`config.mk`:
```
export PLATFORM = sky130hd
export DESIGN_NAME = vz_alu_exec
export DESIGN_NICKNAME = d
export VERILOG_FILES = /design/src/rtl/vz_alu_exec.sv
export SDC_FILE = /design/constraint.sdc
export NUM_CORES = 1
export LEC_CHECK = 0
export CORE_UTILIZATION = 45
export DETAILED_ROUTE_END_ITERATION = 16
export PLACE_DENSITY = 0.65
export SYNTH_ARGS = -nofsm -noshare
export SYNTH_HDL_FRONTEND = slang
export SYNTH_SLANG_ARGS = --single-unit
export TNS_END_PERCENT = 20
```
`constraint.sdc`:
```
create_clock -name clk -period 4.4 [get_ports clk]
set_input_delay 1.32 -clock clk [delete_from_list [all_inputs] [get_ports clk]]
set_output_delay 1.32 -clock clk [all_outputs]
set_load 0.01 [all_outputs]
```
`src/rtl/vz_alu_exec.sv`:
```
// vz_alu_exec: handshaked execute-stage ALU with iterative shift-add multiply,
// restoring divide and the S/C/Z/V/D status register.
module vz_alu_exec #(
  parameter int WIDTH  = 16,
  parameter int STAT_W = 16
) (
  input  logic              clk,
  input  logic              reset,
  input  logic              in_valid,
  output logic              in_ready,
  input  logic [2:0]        in_op,
  input  logic              in_set_mode,
  input  logic [WIDTH-1:0]  in_a,
  input  logic [WIDTH-1:0]  in_b,
  output logic              out_valid,
  input  logic              out_ready,
  output logic [WIDTH-1:0]  out_res,
  output logic [WIDTH-1:0]  out_aux,
  output logic              out_aux_we,
  output logic              out_res_we,
  output logic [STAT_W-1:0] status
);
  localparam int CW = $clog2(WIDTH);
  localparam logic [1:0] IDLE = 2'd0, MUL = 2'd1, DIV = 2'd2;
  localparam logic [2:0] OP_ADD = 3'b000, OP_SUB = 3'b001, OP_MUL = 3'b010, OP_DIV = 3'b011;
  localparam logic [2:0] OP_AND = 3'b100, OP_OR = 3'b101, OP_XOR = 3'b110;

  logic [1:0]       state;
  logic [CW-1:0]    cnt;
  logic [WIDTH-1:0] opnd, hi, lo;
  logic             s, c, z, v, d;
  logic             fire, set_mode, div0, mul_start, div_start, last;
  logic             add_v, sub_v;
  logic [WIDTH:0]   add_r, sub_r, mul_sum, div_sh, div_diff;
  logic [WIDTH-1:0] sc_res;
  logic             ld, ld_res_we, ld_aux_we, ld_s, ld_c, ld_z, ld_v, ld_d;
  logic [WIDTH-1:0] ld_res, ld_aux;

  assign in_ready  = state == IDLE && (!out_valid || out_ready);
  assign fire      = in_valid && in_ready;
  assign set_mode  = in_op == 3'b111 && in_set_mode;
  assign div0      = in_op == OP_DIV && in_b == '0;
  assign mul_start = fire && in_op == OP_MUL;
  assign div_start = fire && in_op == OP_DIV && !div0;
  assign last      = state != IDLE && cnt == CW'(WIDTH - 1);

  assign add_r = {1'b0, in_a} + {1'b0, in_b};
  assign sub_r = {1'b0, in_a} - {1'b0, in_b};
  assign add_v = in_a[WIDTH-1] == in_b[WIDTH-1] && add_r[WIDTH-1] != in_a[WIDTH-1];
  assign sub_v = in_a[WIDTH-1] != in_b[WIDTH-1] && sub_r[WIDTH-1] != in_a[WIDTH-1];
  assign sc_res = in_op == OP_ADD ? add_r[WIDTH-1:0] :
                  in_op == OP_SUB ? sub_r[WIDTH-1:0] :
                  in_op == OP_AND ? in_a & in_b :
                  in_op == OP_OR  ? in_a | in_b :
                  in_op == OP_XOR ? in_a ^ in_b : ~in_a;

  // hi:lo is the running product (mul) or remainder:dividend/quotient (div)
  assign mul_sum  = {1'b0, hi} + (lo[0] ? {1'b0, opnd} : '0);
  assign div_sh   = {hi, lo[WIDTH-1]};
  assign div_diff = div_sh - {1'b0, opnd};

  assign status = STAT_W'({s, c, z, v, d}) << (STAT_W - 5);

  always_comb begin
    ld        = last || (fire && !mul_start && !div_start);
    ld_res    = sc_res;
    ld_aux    = '0;
    ld_res_we = 1'b1;
    ld_aux_we = 1'b0;
    ld_s      = s;
    ld_c      = 1'b0;
    ld_v      = 1'b0;
    ld_d      = 1'b0;
    if (state == MUL) begin
      ld_res    = {mul_sum[0], lo[WIDTH-1:1]};
      ld_aux    = mul_sum[WIDTH:1];
      ld_aux_we = 1'b1;
      ld_c      = !s && ld_aux != '0;
      ld_v      = s && ld_aux != '0;
    end else if (state == DIV) begin
      ld_res    = {lo[WIDTH-2:0], !div_diff[WIDTH]};
      ld_aux    = div_diff[WIDTH] ? div_sh[WIDTH-1:0] : div_diff[WIDTH-1:0];
      ld_aux_we = 1'b1;
    end else if (div0) begin
      ld_res    = '1;
      ld_aux    = in_a;
      ld_aux_we = 1'b1;
      ld_d      = 1'b1;
    end else if (set_mode) begin
      ld_res    = '0;
      ld_res_we = 1'b0;
      ld_s      = in_a[0];
      ld_c      = c;
      ld_v      = v;
      ld_d      = d;
    end else if (in_op == OP_ADD) begin
      ld_c = !s && add_r[WIDTH];
      ld_v = s && add_v;
    end else if (in_op == OP_SUB) begin
      ld_c = !s && sub_r[WIDTH];
      ld_v = s && sub_v;
    end
    ld_z = ld_res_we ? ld_res == '0 : z;
  end

  always_ff @(posedge clk or negedge reset) begin
    if (!reset) begin
      state      <= IDLE;
      cnt        <= '0;
      opnd       <= '0;
      hi         <= '0;
      lo         <= '0;
      out_valid  <= 1'b0;
      out_res    <= '0;
      out_aux    <= '0;
      out_aux_we <= 1'b0;
      out_res_we <= 1'b0;
      {s, c, z, v, d} <= '0;
    end else begin
      if (out_ready) out_valid <= 1'b0;
      if (ld) begin
        out_valid  <= 1'b1;
        out_res    <= ld_res;
        out_aux    <= ld_aux;
        out_aux_we <= ld_aux_we;
        out_res_we <= ld_res_we;
        {s, c, z, v, d} <= {ld_s, ld_c, ld_z, ld_v, ld_d};
      end
      if (mul_start || div_start) begin
        state <= mul_start ? MUL : DIV;
        opnd  <= mul_start ? in_a : in_b;
        lo    <= mul_start ? in_b : in_a;
        hi    <= '0;
        cnt   <= '0;
      end else if (state != IDLE) begin
        hi  <= ld_aux;
        lo  <= ld_res;
        cnt <= cnt + 1'b1;
        if (last) state <= IDLE;
      end
    end
  end
endmodule

```
==> out/results.tsv, run 1 <==
metric	value	unit
First-pass DRT Iterations	8	
sequential share of the synthesized area	0.2381	
Netlist cell types	106	
TritonCTS clock tree	done	
global-route wire length before repair	59.66	mm
Worst slew margin	0.5187	
post-synth top area share	0.2381	
share of layout cells above drive strength 1	0.1891	
WL/cell	22.74	um
Slew Viols, Final	0	
Fmax	232.4	MHz
largest net degree at the start of global routing	50	
final count of hold timing violations	0	
YS warnings	0	
initial antenna violation count	0	
CTS max path bufs	2	
cell taking the most area after synthesis	dfrtp_1	
Final Power	7.369	mW
count leader, synth	nor2_1	
outcome	finished, final reports clean	
hold path depth	2	
Synth Cell Area	9878	um2
Yosys reg bits	94	
Clock Latency Late Sink	0.36	ns
Worst-Margin Slew	0.7144	ns
fin nets	1577	
fill cell total of the finished layout	2016	
Final HPWL DP	31.03	mm
IO Count	92	
r2r setup slk	0.66	ns
First DRT Iteration DRCs	947	
Synth Instances	1245	
Initial Util	0.4641	
Final period util	0.9779	
worst r2r src	opnd[0]	
Req. time, crit path	4.67	ns
DR vias	10670	
Synth top cells by count	nor2_1 (108), o21ai_0 (106), nand2_1 (99), dfrtp_1 (94), a21oi_1 (89)	
vias per cell	6.169	
CP Max Fanout	3	
hold path startpoint	out_aux[5]	
fin cells	1729	
grt total ovfl	0	
Critical Path Slowest Stage Cell	clkdlybuf4s50_1	
syn_area_per_cell	7.934	um2
area of the core	21290	um2
aggregate routed wire length	39.32	mm
Register-to-Register Path Depth	12	
Diodes inserted	0	
minimum clock period	4.303	ns
CTS clk-pin slew, worst paths	0.08	ns
GR Util All Layers	0.3520	
cell area after placement	12080	um2
Port-buffer cells	80	
Crit Path Class	input port to register	
# Max-Cap Violations	0	
maximum VDD drop	0.4362	mV
Clock Tree Root	clkbuf_16	
critical path startpoint category	input port	
ordered list of cells on the worst path	clkdlybuf4s50_1, buf_6, ha_1, inv_1, fa_1, and2b_1, o221ai_2, a211oi_2, o22ai_2, o2111ai_2, o221ai_1, or3_1, nand4b_1, o31ai_1	
Hold Crit Endpoint	out_aux[5]	
vias in the first global route	10170	
final non-filler cell area	12490	um2
ranking of synthesized cells by area	dfrtp_1 (24%), ha_1 (11%), o21ai_0 (5.4%)	
clk_skew	0.01454	ns
Die H	150.2	um
Num CTS Buffers	9	
Placed Cells	1712	
Main synth FF type	dfrtp_1	
die extent in x	150.2	um
DRC Markers	0	
final setup violation count	0	
Sink Count	94	
routability cong.	0.9769	
overall die area	22550	um2
Final Worst Setup Slack	0.09732	ns
P_leak	5.521	nW
hold crit path type	register to register	
WP data arrival	4.57	ns
EDFF count, synth	0	
Routed Antenna Nets	0	
FF-to-FF End	v	
H-tree depth	3	
Layout area overhead	26.46	%
worst slack at placement	-0.3323	ns
Cell Pwr Density	589.9	nW/um2
crit end category	register	
Core Rows	53	
Crit path largest cell delay	0.49	ns
asr flop ratio synth	1.000	
[state kept, by name (all words and copies together), names as in the netlist, 2 cells and up]
signal	cells
out_aux	16
out_res	16
hi	16
cnt	4
lo	16
state	2
opnd	16
[power by group]
| part | switching (mW) | internal [mW] | leakage (nW) | total, mW |
|---|---|---|---|---|
| registers | 0.323 | 1.25 | 1.15 | 1.58 |
| clock network | 0.410 | 0.402 | 0.144 | 0.812 |
| logic | 2.88 | 2.10 | 4.23 | 4.98 |
| total | 3.61 | 3.76 | 5.52 | 7.37 |
[cells in the final DEF, fill, tap and decap left out, types with 9 or more instances in the layout]
| cell | n |
|---|---|
| a211oi_1 | 12 |
| a21o_1 | 15 |
| a21oi_1 | 88 |
| a221oi_1 | 9 |
| a22oi_1 | 33 |
| a31oi_1 | 19 |
| and2_1 | 19 |
| buf_4 | 187 |
| clkbuf_16 | 9 |
| clkdlybuf4s50_1 | 78 |
| conb_1 | 11 |
| dfrtp_1 | 94 |
| ha_1 | 83 |
| inv_1 | 74 |
| mux2i_1 | 15 |
| nand2_1 | 99 |
| nand2b_1 | 21 |
| nand3_1 | 32 |
| nor2_1 | 108 |
| nor2b_1 | 9 |
| nor3_1 | 28 |
| nor4_1 | 11 |
| o21a_1 | 18 |
| o21ai_0 | 105 |
| o22ai_1 | 10 |
| o31ai_1 | 22 |
| or3_1 | 9 |
| xnor2_1 | 19 |
[area by class of cell]
| type | instances | area, um2 | area share |
|---|---|---|---|
| Clock buffer | 9 | 225.2 | 0.01803 |
| Clock inverter | 7 | 77.57 | 0.006210 |
| Inverter | 76 | 285.3 | 0.02284 |
| Multi-Input combinational cell | 997 | 6927 | 0.5545 |
| Sequential cell | 94 | 2352 | 0.1883 |
| Tap cell | 275 | 344.1 | 0.02754 |
| Timing Repair Buffer | 271 | 2281 | 0.1826 |
[worst max-delay path by stage]
stage,from,end,slack (ns),cells past startpoint
final,in_a[0],z,0.1,14
after floorplan,in_a[0],z,0.70,13
after CTS,in_a[0],out_res[14],0.01,16
after global placement,in_a[0],out_res[14],-0.28,16
after detailed placement,in_a[0],out_res[14],-0.33,16
after global routing,in_a[0],z,-0.02,14
[what timing repair did]
action                                  4_1_cts  5_1_grt
hold buffers                                  0        0
resized for setup                             0       20
hold endpoints to repair                      0        0
endpoints found under the setup margin        0        9
buffers inserted                              0        1
[metrics by stage]
stage / hold slack (ns) / util / setup TNS (ns)
final: 0.4870 / 0.5868 / 0
after global routing: 0.4981 / 0.5868 / -0.02314
after CTS: 0.4823 / 0.5815 / 0
after detailed placement: 0.4649 / 0.5673 / -2.399
after global placement: 0.4563 / 0.5673 / -2.028
after floorplan: 0.4510 / - / 0
[worst max-delay path, delay by kind of cell]
kind | cells | cell delay [ns]
adders and majority gates | 2 | 0.59
buffers and inverters | 3 | 0.71
AOI/OAI and AO/OA | 6 | 1.12
and+or+nand+nor | 3 | 0.82
[metal layers]
layer	vias to the layer above	wire, um	track usage
li1	4984	-	-
met1	5123	16950	0.4819
met2	475	18050	0.5738
met3	85	2716	0.03182
met4	0	1603	0.1343
met5	-	0	0
[logic make-up (layout without fill, tap and decap cells)]
logic type	after synthesis	count (layout)	synth area share
adder cells (fa/ha/maj)	88	88	0.1145
other	1	11	0.0003796
AO/OA/AOI/OAI	458	458	0.3224
AND/OR/NAND/NOR	391	391	0.1996
multiplexers	22	22	0.02356
buffers and inverters	164	363	0.07752
XOR/XNOR	27	27	0.02394
flip-flops	94	94	0.2381
Power figures use the tool's default switching activity.
==> inputs of run 2 (changes only) <==
Settings changed: CORE_UTILIZATION 45 to 30, PLACE_DENSITY 0.65 to 0.47, TNS_END_PERCENT 20 to unset.
==> run 2 against run 1 <==
Net effect: final cell count increased by 10%; via count decreased by 0.64%; largest cell class unchanged; count of clock-buffer cells in the layout increased by 1; design area increased by 1.5%; global-route usage decreased by 10 points; sequential share of layout area decreased by 0.28 points; utilization decreased by 20 points; critical path type unchanged.
==> out/results.tsv, run 2 (same netlist as run 1, synthesis figures left out) <==
metric	value	unit	change
Req. time, crit path	4.62	ns	-0.05 ns
Diodes inserted	0		unchanged
commonest non-fill, non-tap cell in the layout	buf_4		
Core Rows	66		+25%
Met3 Wirelength	2.452	mm	-9.7%
grt total ovfl	0		unchanged
WP data arrival	4.48	ns	-0.09 ns
Crit Path Class	input port to register		
# Max-Cap Violations	0		unchanged
GR Util All Layers	0.2522		-0.09980
overall die area	33660	um2	+49%
Clock Tree Root	clkbuf_16		
routability cong.	0.9183		-6.0%
vias per cell	5.570		-9.7%
CP Depth	15		+1
Final period util	0.9667		-0.01115
outcome	finished, final reports clean		
vias in the first global route	10410		+2.4%
Critical Path Slowest Stage Cell	or4_1		
RSZ-0062 raised after global routing	true		
clk_skew	0.008473	ns	-0.006072 ns
WL/cell	22.00	um	-3.3%
initial antenna violation count	0		unchanged
Placed Cells	1888		+10%
Clock Latency Late Sink	0.35	ns	about the same
WP buf/inv	4		+1
DR vias	10600		-0.64%
fin cells	1903		+10%
setup bufs post-CTS	0		unchanged
crit end category	register		
Sink Count	94		unchanged
Num CTS Buffers	9		unchanged
most frequent CP cell	buf_4		
final setup violation count	0		unchanged
Fmax	235.1	MHz	+1.2%
area of the core	32450	um2	+52%
Crit path largest cell delay	0.53	ns	+0.04 ns
cell-internal power	3.765	mW	+0.19%
Worst-Margin Slew	0.6706	ns	-0.04378 ns
share of layout cells above drive strength 1	0.1910		+0.001832
worst slack at placement	-0.3713	ns	-0.03901 ns
Max Used Layer	met4		
First DRT Iteration DRCs	912		-3.7%
part of the power in combinational logic	0.678		+0.002
switching power	3.568	mW	-1.2%
Routed Antenna Nets	0		unchanged
die extent in x	183.5	um	+22%
largest net degree at the start of global routing	49		-2.0%
Slew Viols, Final	0		unchanged
net switching share of the total power	0.4866		-0.003460
First-pass DRT Iterations	5		-3
most frequent cells in the layout	buf_4 (197), nor2_1 (108), o21ai_0 (105)		
IO Count	92		unchanged
Cell Pwr Density	578.3	nW/um2	-2.0%
sequential share of power	0.216		+0.002
DRC Markers	0		unchanged
final count of hold timing violations	0		unchanged
Final HPWL DP	33.22	mm	+7.1%
minimum clock period	4.254	ns	-0.04908 ns
hold crit path type	register to register		
H-tree depth	3		unchanged
Met1 Wirelength	18.66	mm	+10%
P_leak	5.537	nW	+0.29%
CTS clk-pin slew, worst paths	0.07	ns	about the same
Die H	183.5	um	+22%
Clk pwr share	0.107		-0.003
ordered list of cells on the worst path	clkdlybuf4s50_1, buf_4, ha_1, inv_1, fa_1, and2b_1, o221ai_2, buf_4, a21oi_2, o21bai_1, or4_1, a31oi_2, nor3_1, nand4b_1, o31ai_1		
fin nets	1585		+0.51%
largest delay contributor family on the critical path	simple AND/OR/NAND/NOR gates		
maximum VDD drop	0.2817	mV	-35%
CP Max Fanout	3		unchanged
aggregate routed wire length	41.86	mm	+6.5%
Register-to-Register Path Depth	11		-1
hold path depth	2		unchanged
hold-fix buffers at CTS	0		unchanged
Layout area overhead	28.36	%	
critical path startpoint category	input port		
global-route wire length before repair	64.11	mm	+7.5%
Final Worst Setup Slack	0.1464	ns	+0.04908 ns
met2 routed WL	19.37	mm	+7.3%
Port-buffer cells	80		unchanged
TritonCTS clock tree	done		
Worst slew margin	0.5509		+0.03225
Initial Util	0.3044		-0.1597
CTS max path bufs	2		unchanged
run 2: power by group through the flow:
stage | sequential (mW) | combinational [mW] | clock (mW)
finish | 1.58 | 4.97 | 0.783
floorplan | 1.54 | 3.00 | 0
CTS | 1.58 | 4.93 | 0.800
detailed placement | 1.59 | 4.90 | 0
global placement | 1.59 | 4.89 | 0
global route | 1.64 | 5.41 | 0.835
run 2: cell type report:
type / instances / area (um2)
tap: 442 / 553.0
inverter: 76 / 285.3
fill: 3362 / 19770
timing repair buffer: 279 / 2325
sequential: 94 / 2352
clock buffer: 10 / 239.0
clock inverter: 5 / 43.79
multi-input combinational: 997 / 6882
run 2: what timing repair did:
| item | CTS | global route |
|---|---|---|
| setup endpoints to repair | 1 | 13 |
| resized for setup | 2 | 11 |
| pin swaps | 0 | 4 |
run 2: layer usage:
metal	vias to the layer above	global-route usage
li1	5007	-
met1	5147	0.3394
met2	377	0.4126
met3	68	0.03288
met4	0	0.08867
met5	-	0
run 2: worst register-to-register path, cell delays in order, from the launching register on:
cell	delay [ns]
dfrtp_1	0.53
and2_1	0.22
ha_1	0.22
fa_1	0.46
a211oi_1	0.43
o21a_1	0.23
o21ai_0	0.17
o41ai_2	0.51
o21ai_0	0.30
xnor2_1	0.19
a211o_1	0.33
mux2_2	0.27
run 2: per-stage QoR:
| stage | instance area [um2] | utilization | hold WS (ns) | power, mW | setup TNS, ns |
|---|---|---|---|---|---|
| finish | 12680 | 0.3907 | 0.4813 | 7.333 | 0 |
| global route | 12680 | 0.3907 | 0.5069 | 7.885 | -0.007795 |
| CTS | 12630 | 0.3891 | 0.4794 | 7.309 | 0 |
| detailed placement | 12330 | 0.3800 | 0.4623 | 6.485 | -3.649 |
| global placement | 12330 | 0.3800 | 0.4564 | 6.478 | -3.326 |
| floorplan | 9916 | - | 0.4510 | 4.545 | 0 |
run 2: path summary, 6_finish.rpt:
check	startpoint	endpoint	slack (ns)
max	in_a[0]	z	0.15
max reg2reg	lo[0]	out_aux[13]	0.42
max in group asynchronous	reset	opnd[3]	2.60
min in group asynchronous	reset	out_aux[12]	1.00
min reg2reg	out_res[1]	out_res[1]	0.48
min	out_res[1]	out_res[1]	0.48
